<file path="src/rtl/bcd_serial_adder_if.sv">
// Operand/result bundle for the serial packed-BCD adder.
// No latency of its own: plain wires between requester and adder.
// Flow control is start/busy/done; the requester waits for done before the next start.
interface bcd_serial_adder_if #(
  parameter int DIGITS = 4
);
  // request side
  logic                  start;
  logic [4*DIGITS-1:0]   a;
  logic [4*DIGITS-1:0]   b;
  logic                  cin;
  // status / result side
  logic                  busy;
  logic                  done;
  logic [4*DIGITS-1:0]   sum;
  logic                  cout;
  logic                  err;

  // requester drives operands and start, observes status and result
  modport master (
    output start, a, b, cin,
    input  busy, done, sum, cout, err
  );

  // adder consumes operands and start, drives status and result
  modport slave (
    input  start, a, b, cin,
    output busy, done, sum, cout, err
  );
endinterface

</file>
<file path="src/rtl/bcd_serial_adder.sv">
// Multi-digit packed-BCD adder, one decimal digit per clock through one digit-add-and-correct stage.
// Latency: DIGITS+2 cycles start edge to done (2 cycles when an operand has a non-BCD digit).
// No queueing: start is ignored while busy or during the done cycle; results hold until the next done.
module bcd_serial_adder #(
  parameter int DIGITS = 4
) (
  input logic              clk,
  input logic              rst_n,
  bcd_serial_adder_if.slave bus
);

  localparam int W  = 4 * DIGITS;
  // index needs at least one bit even when there is a single digit
  localparam int IW = (DIGITS > 1) ? $clog2(DIGITS) : 1;
  localparam logic [IW-1:0] LAST_IDX = IW'(DIGITS - 1);

  localparam logic [1:0] S_IDLE = 2'd0;
  localparam logic [1:0] S_RUN  = 2'd1;
  localparam logic [1:0] S_FIN  = 2'd2;

  logic [1:0]    state;
  logic [W-1:0]  a_q;
  logic [W-1:0]  b_q;
  logic          c_q;       // decimal carry between digits, seeded with cin
  logic [IW-1:0] idx;
  logic [W-1:0]  res_q;     // digits accumulated during RUN
  logic          err_pend;  // operand check failed, FIN reports error

  logic          busy_q;
  logic          done_q;
  logic [W-1:0]  sum_q;
  logic          cout_q;
  logic          err_q;

  logic          ops_ok;
  logic [3:0]    dig_a;
  logic [3:0]    dig_b;
  logic [4:0]    dig_t;
  logic [3:0]    dig_s;
  logic          dig_c;

  // every nibble of both incoming operands must be a legal BCD digit (0..9)
  always_comb begin
    ops_ok = 1'b1;
    for (int i = 0; i < DIGITS; i++) begin
      if ((bus.a[4*i +: 4] > 4'd9) || (bus.b[4*i +: 4] > 4'd9)) begin
        ops_ok = 1'b0;
      end
    end
  end

  // pick the current digit of each captured operand
  always_comb begin
    dig_a = 4'd0;
    dig_b = 4'd0;
    for (int i = 0; i < DIGITS; i++) begin
      if (idx == IW'(i)) begin
        dig_a = a_q[4*i +: 4];
        dig_b = b_q[4*i +: 4];
      end
    end
  end

  // binary digit sum (0..19), then +6 correction when it leaves the decimal range
  always_comb begin
    dig_t = {1'b0, dig_a} + {1'b0, dig_b} + {4'd0, c_q};
    if (dig_t > 5'd9) begin
      dig_s = dig_t[3:0] + 4'd6;
      dig_c = 1'b1;
    end else begin
      dig_s = dig_t[3:0];
      dig_c = 1'b0;
    end
  end

  // sequencer: capture in IDLE, one digit per edge in RUN, publish results in FIN
  always_ff @(posedge clk or negedge rst_n) begin
    if (!rst_n) begin
      state    <= S_IDLE;
      a_q      <= '0;
      b_q      <= '0;
      c_q      <= 1'b0;
      idx      <= '0;
      res_q    <= '0;
      err_pend <= 1'b0;
      busy_q   <= 1'b0;
      done_q   <= 1'b0;
      sum_q    <= '0;
      cout_q   <= 1'b0;
      err_q    <= 1'b0;
    end else begin
      done_q <= 1'b0;
      case (state)
        S_IDLE: begin
          // the done cycle is already IDLE; a start there is dropped, not queued
          if (bus.start && !done_q) begin
            a_q      <= bus.a;
            b_q      <= bus.b;
            c_q      <= bus.cin;
            idx      <= '0;
            busy_q   <= 1'b1;
            err_pend <= !ops_ok;
            state    <= ops_ok ? S_RUN : S_FIN;
          end
        end
        S_RUN: begin
          for (int i = 0; i < DIGITS; i++) begin
            if (idx == IW'(i)) begin
              res_q[4*i +: 4] <= dig_s;
            end
          end
          c_q <= dig_c;
          if (idx == LAST_IDX) begin
            state <= S_FIN;
          end else begin
            idx <= idx + 1'b1;
          end
        end
        S_FIN: begin
          if (err_pend) begin
            sum_q  <= '0;
            cout_q <= 1'b0;
            err_q  <= 1'b1;
          end else begin
            sum_q  <= res_q;
            cout_q <= c_q;
            err_q  <= 1'b0;
          end
          done_q <= 1'b1;
          busy_q <= 1'b0;
          state  <= S_IDLE;
        end
        default: begin
          state  <= S_IDLE;
          busy_q <= 1'b0;
        end
      endcase
    end
  end

  assign bus.busy = busy_q;
  assign bus.done = done_q;
  assign bus.sum  = sum_q;
  assign bus.cout = cout_q;
  assign bus.err  = err_q;

endmodule

</file>
<file path="src/flat_wrapper.sv">
// flat-port wrapper written by rule: the top's interface ports become plain ports
module bcd_serial_adder_flat 
#(
  parameter int DIGITS = 4
)
  (clk, rst_n, bus_start, bus_a, bus_b, bus_cin, bus_busy, bus_done, bus_sum, bus_cout, bus_err);
  bcd_serial_adder_if #(.DIGITS(DIGITS)) bus_i ();
  input logic clk;
  input logic rst_n;
  input wire logic [$bits(bus_i.start)-1:0] bus_start;
  input wire logic [$bits(bus_i.a)-1:0] bus_a;
  input wire logic [$bits(bus_i.b)-1:0] bus_b;
  input wire logic [$bits(bus_i.cin)-1:0] bus_cin;
  output wire logic [$bits(bus_i.busy)-1:0] bus_busy;
  output wire logic [$bits(bus_i.done)-1:0] bus_done;
  output wire logic [$bits(bus_i.sum)-1:0] bus_sum;
  output wire logic [$bits(bus_i.cout)-1:0] bus_cout;
  output wire logic [$bits(bus_i.err)-1:0] bus_err;
  assign bus_i.start = bus_start;
  assign bus_i.a = bus_a;
  assign bus_i.b = bus_b;
  assign bus_i.cin = bus_cin;
  assign bus_busy = bus_i.busy;
  assign bus_done = bus_i.done;
  assign bus_sum = bus_i.sum;
  assign bus_cout = bus_i.cout;
  assign bus_err = bus_i.err;
  bcd_serial_adder #(.DIGITS(DIGITS)) u_core (.clk(clk), .rst_n(rst_n), .bus(bus_i));
endmodule
</file>
<file path="config.mk">
export PLATFORM = sky130hd
export DESIGN_NAME = bcd_serial_adder_flat
export DESIGN_NICKNAME = d
export VERILOG_FILES = /design/src/rtl/bcd_serial_adder_if.sv /design/src/rtl/bcd_serial_adder.sv /design/src/flat_wrapper.sv
export SDC_FILE = /design/constraint.sdc
export NUM_CORES = 1
export LEC_CHECK = 0
export BUFFER_PORTS_ARGS = -buffer_cell sky130_fd_sc_hd__buf_4
export CAP_MARGIN = 30
export CORE_ASPECT_RATIO = 2
export CORE_MARGIN = 1.5
export CORE_UTILIZATION = 56
export DETAILED_ROUTE_END_ITERATION = 10
export PLACE_DENSITY = 0.89
export SYNTH_ARGS = -nofsm -noshare
export SYNTH_HDL_FRONTEND = slang
export SYNTH_SLANG_ARGS = --single-unit
</file>
<file path="constraint.sdc">
create_clock -name clk -period 4.2 [get_ports clk]
set_clock_uncertainty 0.05 [all_clocks]
set_input_delay 0.84 -clock clk [delete_from_list [all_inputs] [get_ports clk]]
set_output_delay 0.84 -clock clk [all_outputs]
set_load 0.02 [all_outputs]
</file>
==> flow_summary.html, run 1 <==
<table>
<tr><th>Metric</th><th>Value</th></tr>
<tr><th colspan="2">Worst setup path</th></tr>
<tr><td>Largest fanout on the critical path</td><td>17</td></tr>
<tr><td>Worst setup EP type</td><td>flop</td></tr>
<tr><td>Cell with the largest stage delay on the worst path</td><td>sky130_fd_sc_hd__ha_1</td></tr>
<tr><td>Slowest cell delay on critical path</td><td>0.52 ns</td></tr>
<tr><td>Start point of the critical path</td><td>u_core.idx[0]$_DFFE_PN0P_</td></tr>
<tr><td>R2R depth</td><td>13</td></tr>
<tr><td>Timing endpoint of the critical path</td><td>u_core.res_q[6]$_DFFE_PN0P_</td></tr>
<tr><td>Critical R2R Capture</td><td>u_core.res_q[6]$_DFFE_PN0P_</td></tr>
<tr><td>Internal reg-to-reg setup slack</td><td>0.29 ns</td></tr>
<tr><td>CP required</td><td>4.35 ns</td></tr>
<tr><td>Type of the worst setup path</td><td>flop to flop</td></tr>
<tr><td>Ordered cell list for the critical path</td><td>inv_1 -&gt; ha_1 -&gt; a21oi_1 -&gt; nor2_1 -&gt; a21oi_1 -&gt; fa_1 -&gt; fa_1 -&gt; xor2_1 -&gt; ha_1 -&gt; a22o_2 -&gt; nor3_2 -&gt; mux2i_2 -&gt; o31ai_1</td></tr>
<tr><td>Worst EP arrival</td><td>4.06 ns</td></tr>
<tr><td>Launch instance of the worst register-to-register path</td><td>u_core.idx[0]$_DFFE_PN0P_</td></tr>
<tr><td>Crit path launch type</td><td>flop</td></tr>
<tr><th colspan="2">Yosys</th></tr>
<tr><td>Flip-flop cell with the highest count after synthesis</td><td>sky130_fd_sc_hd__dfrtp_1</td></tr>
<tr><td>Post-synthesis instance area</td><td>0.00346 mm2</td></tr>
<tr><td>#FFs+latches synth</td><td>74</td></tr>
<tr><td>Post-synthesis net count</td><td>370</td></tr>
<tr><td>Sequential fraction of the synthesis area</td><td>53.6%</td></tr>
<tr><td>Post-synth EDFFs</td><td>0</td></tr>
<tr><td>Yosys warnings</td><td>0</td></tr>
<tr><td>Ys async rst share</td><td>100%</td></tr>
<tr><td>Synthesized instance count</td><td>324</td></tr>
<tr><td>Avg Synthesized Cell Area</td><td>10.7 um2</td></tr>
<tr><td>Post-synthesis cell type count</td><td>34</td></tr>
<tr><th colspan="2">Clocking</th></tr>
<tr><td>CTS buffer count</td><td>9</td></tr>
<tr><td>Clock tree from TritonCTS</td><td>yes</td></tr>
<tr><td>Clock slew at reported path FFs</td><td>0.05 ns</td></tr>
<tr><td>Maximum root-to-sink buffer count</td><td>2</td></tr>
<tr><td>H-tree depth reported by CTS</td><td>3</td></tr>
<tr><td>Number of clock sinks seen by CTS</td><td>74</td></tr>
<tr><td>Clock tree root driver cell</td><td>sky130_fd_sc_hd__clkbuf_16</td></tr>
<tr><td>Hold buffer count at CTS</td><td>0</td></tr>
<tr><td>Latest clock arrival within the worst-skew pair</td><td>0.33 ns</td></tr>
<tr><th colspan="2">Placed design</th></tr>
<tr><td>Count of buffers from port buffering</td><td>55</td></tr>
<tr><td>DP Wirelength</td><td>5.34 mm</td></tr>
<tr><td>Placed instance area</td><td>0.00390 mm2</td></tr>
<tr><td>Routability congestion estimate from global placement</td><td>0.885</td></tr>
<tr><th colspan="2">Detailed routing</th></tr>
<tr><td>Violation count after the first detailed-route iteration</td><td>73</td></tr>
<tr><td>Mean routed wirelength per cell</td><td>17.0 um</td></tr>
<tr><td>Vias after detailed routing</td><td>2574</td></tr>
<tr><td>Count of nets left with antenna violations after detail routing</td><td>0</td></tr>
<tr><td>Drt drc</td><td>0</td></tr>
<tr><td>Final wirelength</td><td>7.48 mm</td></tr>
<tr><td>First-pass iteration count of the detailed router</td><td>4</td></tr>
<tr><td>Via density per instance</td><td>5.85</td></tr>
<tr><th colspan="2">Global routing</th></tr>
<tr><td>Wire length of the first global-routing pass</td><td>12.7 mm</td></tr>
<tr><td>GRT Util Overall</td><td>26.0%</td></tr>
<tr><td>Overflow after GRT</td><td>0</td></tr>
<tr><td>Number of antenna violations at the first check in global routing</td><td>0</td></tr>
<tr><td>Maximum number of pins on one net before global-route repair</td><td>75</td></tr>
<tr><td>Vias in the first global route</td><td>2711</td></tr>
<tr><th colspan="2">Final layout</th></tr>
<tr><td>Final net count</td><td>422</td></tr>
<tr><td>Layout-stage area growth over the synthesis result</td><td>20.3%</td></tr>
<tr><td>Util after Layout</td><td>69.2%</td></tr>
<tr><td>Antenna Diode Count</td><td>0</td></tr>
<tr><td>Proportion of layout cells with a drive suffix above 1</td><td>29.4%</td></tr>
<tr><td>Post-Layout Inst Area</td><td>0.00416 mm2</td></tr>
<tr><th colspan="2">STA</th></tr>
<tr><td>Final hold violation count</td><td>0</td></tr>
<tr><td>Final-report setup violation count</td><td>0</td></tr>
<tr><td>Final-layout setup total negative slack</td><td>0 ns</td></tr>
<tr><td>Highest clock rate</td><td>256 MHz</td></tr>
<tr><td>Minimum clock period after layout</td><td>3.91 ns</td></tr>
<tr><td>Max-slew violation total from the final report</td><td>0</td></tr>
<tr><td>Share of the clock period used by the worst path after layout</td><td>93.1%</td></tr>
<tr><td>Normalized max-slew margin</td><td>36.8%</td></tr>
<tr><td>Measured slew at the worst slew-check pin</td><td>0.946 ns</td></tr>
<tr><th colspan="2">Floorplan</th></tr>
<tr><td>Number of placed I/O pins</td><td>56</td></tr>
<tr><td>Die Footprint</td><td>0.00668 mm2</td></tr>
<tr><td>Initial cell density of the core</td><td>57.6%</td></tr>
<tr><td>Core area</td><td>0.00601 mm2</td></tr>
<tr><td>Die Wd</td><td>58.6 um</td></tr>
<tr><td>Standard-cell rows</td><td>40</td></tr>
<tr><td>Die H</td><td>114 um</td></tr>
<tr><th colspan="2">Worst hold path</th></tr>
<tr><td>Worst hold path class</td><td>flop to flop</td></tr>
<tr><td>Hold path startpoint</td><td>u_core.bus.sum[10]$_DFFE_PN0P_</td></tr>
<tr><th colspan="2">Job</th></tr>
<tr><td>Max-cap viol count</td><td>0</td></tr>
<tr><th colspan="2">Power</th></tr>
<tr><td>PwrDens</td><td>659 mW/mm2</td></tr>
<tr><td>Leakage</td><td>0.00187 uW</td></tr>
<tr><td>Worst vdd ir</td><td>501 uV</td></tr>
<tr><th colspan="2">Outcome</th></tr>
<tr><td>Status</td><td>finished clean</td></tr>
</table>
-- state kept, by name (all words and copies together), names as in the netlist --
register and cells:
u_core.a_q 16, u_core.b_q 16, u_core.bus.sum 16, u_core.res_q 16, u_core.idx 2, u_core.state 2, u_core.bus.busy 1, u_core.bus.cout 1
u_core.bus.done 1, u_core.bus.err 1, u_core.c_q 1, u_core.err_pend 1
-- power by group --
group | switching (uW) | internal [uW]
Sequential | 92.8 | 851
Clock | 254 | 400
Combinational | 655 | 487
Total | 1000 | 1740
-- metrics by stage --
step / power [uW] / hold slack (ns) / instances / setup slack, ns
floorplan: 1750 / 0.400 / 324 / 0.616
CTS: 2690 / 0.432 / 440 / 0.194
finish: 2740 / 0.425 / 440 / 0.288
global route: 2910 / 0.448 / 440 / -0.0298
detailed placement: 2020 / 0.421 / 428 / 0.218
global placement: 1940 / 0.412 / 428 / 0.503
-- cell type report --
class | count | area [um2]
fillers | 433 | 1850
well taps | 63 | 78.8
inverters | 8 | 30.0
flip-flops and latches | 74 | 1850
clock inverters | 1 | 5.00
repair buffers | 56 | 420
clock buffers | 11 | 243
multi-input cells | 227 | 1530
-- worst min path at each step --
| stage | end | slack (ns) | cells after the start |
|---|---|---|---|
| finish | u_core.bus.sum[10]$_DFFE_PN0P_ | 0.42 | 2 |
| detailed placement | u_core.bus.sum[7]$_DFFE_PN0P_ | 0.42 | 2 |
| global route | u_core.bus.sum[7]$_DFFE_PN0P_ | 0.45 | 2 |
| floorplan | u_core.res_q[10]$_DFFE_PN0P_ | 0.40 | 2 |
| global placement | u_core.bus.sum[10]$_DFFE_PN0P_ | 0.41 | 2 |
| CTS | u_core.bus.sum[7]$_DFFE_PN0P_ | 0.43 | 2 |
-- repair_timing --
item,in CTS,in global routing
buffers inserted,0,0
endpoints found under the setup margin,0,12
resized for setup,0,3
endpoints found under the hold margin,0,0
-- worst max-delay path: cells and delay by family (launching register included) --
family / cells / cell delay (ns)
flops: 1 / 0.41
fa+ha+maj: 4 / 1.67
buf+inv: 1 / 0.11
compound gates: 4 / 0.62
mux: 1 / 0.38
xor+xnor: 1 / 0.21
simple gates: 2 / 0.30
-- per-layer routing --
metal / GRT usage (%) / routed length (um)
met5: 0 / 0
met4: 20.3 / 447
met3: 4.63 / 287
met2: 45.0 / 4220
met1: 26.3 / 2530
-- kinds of logic after synthesis --
group | count (synthesis) | share of synthesized area [%]
flops | 74 | 53.6
buf+inv | 23 | 2.71
fa+ha+maj | 10 | 4.05
simple gates | 98 | 13.9
mux | 36 | 11.7
xor+xnor | 2 | 0.724
compound gates | 81 | 13.4
-- cell usage in the layout (no fill, tap or decap), types with 2 or more instances in the layout --
| master | instances |
|---|---|
| sky130_fd_sc_hd__a21o_1 | 3 |
| sky130_fd_sc_hd__a21oi_1 | 26 |
| sky130_fd_sc_hd__buf_4 | 56 |
| sky130_fd_sc_hd__clkbuf_16 | 9 |
| sky130_fd_sc_hd__dfrtp_1 | 74 |
| sky130_fd_sc_hd__fa_1 | 2 |
| sky130_fd_sc_hd__ha_1 | 6 |
| sky130_fd_sc_hd__ha_2 | 2 |
| sky130_fd_sc_hd__inv_1 | 8 |
| sky130_fd_sc_hd__mux2_2 | 34 |
| sky130_fd_sc_hd__nand2_1 | 51 |
| sky130_fd_sc_hd__nand2b_1 | 16 |
| sky130_fd_sc_hd__nand3b_1 | 9 |
| sky130_fd_sc_hd__nand4_1 | 2 |
| sky130_fd_sc_hd__nor2_1 | 11 |
| sky130_fd_sc_hd__nor2b_1 | 2 |
| sky130_fd_sc_hd__o21ai_0 | 37 |
| sky130_fd_sc_hd__o21ai_1 | 5 |
| sky130_fd_sc_hd__o31ai_1 | 5 |
-- synthesized netlist by cell type, drive strengths merged (2+ instances only) --
master | n | share of area [%]
dfrtp | 74 | 54
nand2 | 51 | 5.5
o21ai | 42 | 6.1
mux2 | 34 | 11
a21oi | 26 | 3.8
nand2b | 16 | 2.9
clkbuf | 11 | 1.2
nor2 | 11 | 1.2
nand3b | 9 | 2.0
ha | 8 | 2.9
inv | 8 | 0.87
o31ai | 5 | 1.1
buf | 4 | 0.65
a21o | 3 | 0.65
a22o | 2 | 0.54
fa | 2 | 1.2
mux2i | 2 | 0.58
nand4 | 2 | 0.36
nor2b | 2 | 0.36
nor3 | 2 | 0.43
xor2 | 2 | 0.72
No activity file was read; power rests on OpenSTA's default activity.
==> run 2: changes to the inputs <==
--- a/config.mk
+++ b/config.mk
@@ -12,6 +12,7 @@
 export CORE_UTILIZATION = 56
 export DETAILED_ROUTE_END_ITERATION = 10
 export PLACE_DENSITY = 0.89
+export REMOVE_ABC_BUFFERS = 1
 export SYNTH_ARGS = -nofsm -noshare
 export SYNTH_HDL_FRONTEND = slang
 export SYNTH_SLANG_ARGS = --single-unit
==> run 2 against run 1 <==
  * Via count increased by 0.62%
  * Core utilization is 0.19 points higher
  * Die area stayed put
  * Largest power group unchanged
  * Highest routed layer unchanged
==> flow_summary.html, run 2 (same netlist as run 1, synthesis figures left out) <==
<table>
<tr><th>Metric</th><th>Value</th></tr>
<tr><th colspan="2">Floorplan</th></tr>
<tr><td>Standard-cell rows</td><td>40</td></tr>
<tr><td>Initial cell density of the core</td><td>57.6%</td></tr>
<tr><td>Number of placed I/O pins</td><td>56</td></tr>
<tr><td>Die H</td><td>114 um</td></tr>
<tr><td>Die Wd</td><td>58.6 um</td></tr>
<tr><td>Die Footprint</td><td>0.00668 mm2</td></tr>
<tr><td>Core area</td><td>0.00601 mm2</td></tr>
<tr><th colspan="2">Detailed routing</th></tr>
<tr><td>Vias after detailed routing</td><td>2590</td></tr>
<tr><td>Via density per instance</td><td>5.86</td></tr>
<tr><td>Count of nets left with antenna violations after detail routing</td><td>0</td></tr>
<tr><td>First-pass iteration count of the detailed router</td><td>5</td></tr>
<tr><td>Final wirelength</td><td>7.21 mm</td></tr>
<tr><td>Mean routed wirelength per cell</td><td>16.3 um</td></tr>
<tr><td>Drt drc</td><td>0</td></tr>
<tr><td>Violation count after the first detailed-route iteration</td><td>69</td></tr>
<tr><th colspan="2">Placed design</th></tr>
<tr><td>Placed instance area</td><td>0.00391 mm2</td></tr>
<tr><td>Count of buffers from port buffering</td><td>55</td></tr>
<tr><td>Placed insts</td><td>429</td></tr>
<tr><td>Routability congestion estimate from global placement</td><td>0.919</td></tr>
<tr><td>DP Wirelength</td><td>5.28 mm</td></tr>
<tr><th colspan="2">Clocking</th></tr>
<tr><td>CTS buffer count</td><td>9</td></tr>
<tr><td>Number of setup buffers added after CTS</td><td>0</td></tr>
<tr><td>Hold buffer count at CTS</td><td>0</td></tr>
<tr><td>Latest clock arrival within the worst-skew pair</td><td>0.33 ns</td></tr>
<tr><td>Clock tree root driver cell</td><td>sky130_fd_sc_hd__clkbuf_16</td></tr>
<tr><td>Clock tree from TritonCTS</td><td>yes</td></tr>
<tr><td>Maximum root-to-sink buffer count</td><td>2</td></tr>
<tr><td>Cts repair resizes</td><td>0</td></tr>
<tr><td>Number of clock sinks seen by CTS</td><td>74</td></tr>
<tr><td>Clock slew at reported path FFs</td><td>0.05 ns</td></tr>
<tr><td>H-tree depth reported by CTS</td><td>3</td></tr>
<tr><th colspan="2">Worst setup path</th></tr>
<tr><td>Worst EP arrival</td><td>4.08 ns</td></tr>
<tr><td>Largest fanout on the critical path</td><td>17</td></tr>
<tr><td>Crit path launch type</td><td>flop</td></tr>
<tr><td>Worst setup EP type</td><td>flop</td></tr>
<tr><td>Type of the worst setup path</td><td>flop to flop</td></tr>
<tr><td>CP required</td><td>4.35 ns</td></tr>
<tr><td>Launch instance of the worst register-to-register path</td><td>u_core.idx[1]$_DFFE_PN0P_</td></tr>
<tr><td>Start point of the critical path</td><td>u_core.idx[1]$_DFFE_PN0P_</td></tr>
<tr><th colspan="2">Job</th></tr>
<tr><td>Max-cap viol count</td><td>0</td></tr>
<tr><th colspan="2">STA</th></tr>
<tr><td>Measured slew at the worst slew-check pin</td><td>0.950 ns</td></tr>
<tr><td>Minimum clock period after layout</td><td>3.93 ns</td></tr>
<tr><td>Normalized max-slew margin</td><td>36.5%</td></tr>
<tr><td>Final-report setup violation count</td><td>0</td></tr>
<tr><td>Max-slew violation total from the final report</td><td>0</td></tr>
<tr><td>Highest clock rate</td><td>255 MHz</td></tr>
<tr><td>Final-layout setup total negative slack</td><td>0 ns</td></tr>
<tr><td>Final hold violation count</td><td>0</td></tr>
<tr><td>Setup repair after global routing missed its margin</td><td>false</td></tr>
<tr><td>Share of the clock period used by the worst path after layout</td><td>93.5%</td></tr>
<tr><th colspan="2">Power</th></tr>
<tr><td>PwrDens</td><td>645 mW/mm2</td></tr>
<tr><td>Overall power consumption</td><td>2690 uW</td></tr>
<tr><td>Leakage</td><td>0.00188 uW</td></tr>
<tr><td>Worst vdd ir</td><td>457 uV</td></tr>
<tr><th colspan="2">Final layout</th></tr>
<tr><td>Layout Cells excl Fill</td><td>442</td></tr>
<tr><td>Flip-flop and latch area</td><td>0.00185 mm2</td></tr>
<tr><td>Most frequent standard cell in the layout excluding fill and tap cells</td><td>sky130_fd_sc_hd__dfrtp_1</td></tr>
<tr><td>Top library cells by usage in the layout, fill and taps aside</td><td>sky130_fd_sc_hd__dfrtp_1, sky130_fd_sc_hd__buf_4, sky130_fd_sc_hd__nand2_1</td></tr>
<tr><td>Count of filler cells inserted in the layout</td><td>450</td></tr>
<tr><td>Antenna Diode Count</td><td>0</td></tr>
<tr><td>Post-Layout Inst Area</td><td>0.00417 mm2</td></tr>
<tr><td>Layout-stage area growth over the synthesis result</td><td>20.6%</td></tr>
<tr><td>Proportion of layout cells with a drive suffix above 1</td><td>28.8%</td></tr>
<tr><td>Footprint of the multi-input gates</td><td>0.00152 mm2</td></tr>
<tr><td>Final net count</td><td>423</td></tr>
<tr><th colspan="2">Worst hold path</th></tr>
<tr><td>Worst hold path class</td><td>flop to flop</td></tr>
<tr><td>Hold path startpoint</td><td>u_core.bus.sum[1]$_DFFE_PN0P_</td></tr>
<tr><th colspan="2">Global routing</th></tr>
<tr><td>Overflow after GRT</td><td>0</td></tr>
<tr><td>Vias in the first global route</td><td>2621</td></tr>
<tr><td>Number of antenna violations at the first check in global routing</td><td>0</td></tr>
<tr><td>GRT Util Overall</td><td>24.6%</td></tr>
<tr><td>Wire length of the first global-routing pass</td><td>12.1 mm</td></tr>
<tr><td>Maximum number of pins on one net before global-route repair</td><td>75</td></tr>
<tr><th colspan="2">Outcome</th></tr>
<tr><td>Status</td><td>finished clean</td></tr>
</table>
run 2: routing by layer:
metal,track usage (%),vias to the layer above,part of all wire [%]
met2,44.6,76,58
met4,16.0,0,4.2
met5,0,-,0
met3,4.29,27,2.9
li1,-,1219,-
met1,24.5,1268,35
run 2: path summary, 6_finish.rpt:
path | endpoint | slack (ns) | cells after the start
setup reg to reg | u_core.res_q[10]$_DFFE_PN0P_ | 0.27 | 15
min in group asynchronous | u_core.bus.sum[0]$_DFFE_PN0P_ | 0.59 | 1
hold / removal | u_core.bus.sum[1]$_DFFE_PN0P_ | 0.42 | 2
setup / recovery | u_core.res_q[10]$_DFFE_PN0P_ | 0.27 | 15
max in group asynchronous | u_core.a_q[11]$_DFFE_PN0P_ | 2.93 | 1
hold reg to reg | u_core.bus.sum[1]$_DFFE_PN0P_ | 0.42 | 2
run 2: area by class of cell:
cell class / count / area share, %
Multi-Input combinational cell: 227 / 36.5
Inverter: 8 / 0.720
Tap cell: 63 / 1.89
Sequential cell: 74 / 44.4
Clock buffer: 13 / 6.24
Timing Repair Buffer: 57 / 10.3
run 2: critical path, cell delays in order, from the launching register on:
cell and delay, ns:
sky130_fd_sc_hd__dfrtp_1 0.39, sky130_fd_sc_hd__inv_1 0.09, sky130_fd_sc_hd__ha_1 0.35, sky130_fd_sc_hd__nand3b_1 0.24, sky130_fd_sc_hd__a21oi_1 0.16, sky130_fd_sc_hd__a21oi_1 0.06
sky130_fd_sc_hd__nor2_1 0.10, sky130_fd_sc_hd__a21oi_1 0.07, sky130_fd_sc_hd__fa_1 0.47, sky130_fd_sc_hd__fa_1 0.41, sky130_fd_sc_hd__xor2_1 0.22, sky130_fd_sc_hd__ha_1 0.26
sky130_fd_sc_hd__a22o_2 0.29, sky130_fd_sc_hd__nor3_2 0.15, sky130_fd_sc_hd__mux2i_1 0.36, sky130_fd_sc_hd__o31ai_1 0.13
run 2: stage by stage:
| step | worst slack [ns] | hold slack, ns | utilization [%] |
|---|---|---|---|
| after global placement | 0.515 | 0.412 | 65.1 |
| after detailed placement | 0.297 | 0.422 | 65.1 |
| after global routing | 0.0311 | 0.452 | 69.4 |
| after floorplan | 0.608 | 0.400 | - |
| final | 0.273 | 0.424 | 69.4 |
| after CTS | 0.276 | 0.434 | 69.4 |
run 2: power breakdown:
group          internal (uW)  leakage, uW  switching (uW)
clock                    422     0.000128             255
combinational            467     0.000817             599
sequential               851     0.000939            96.6
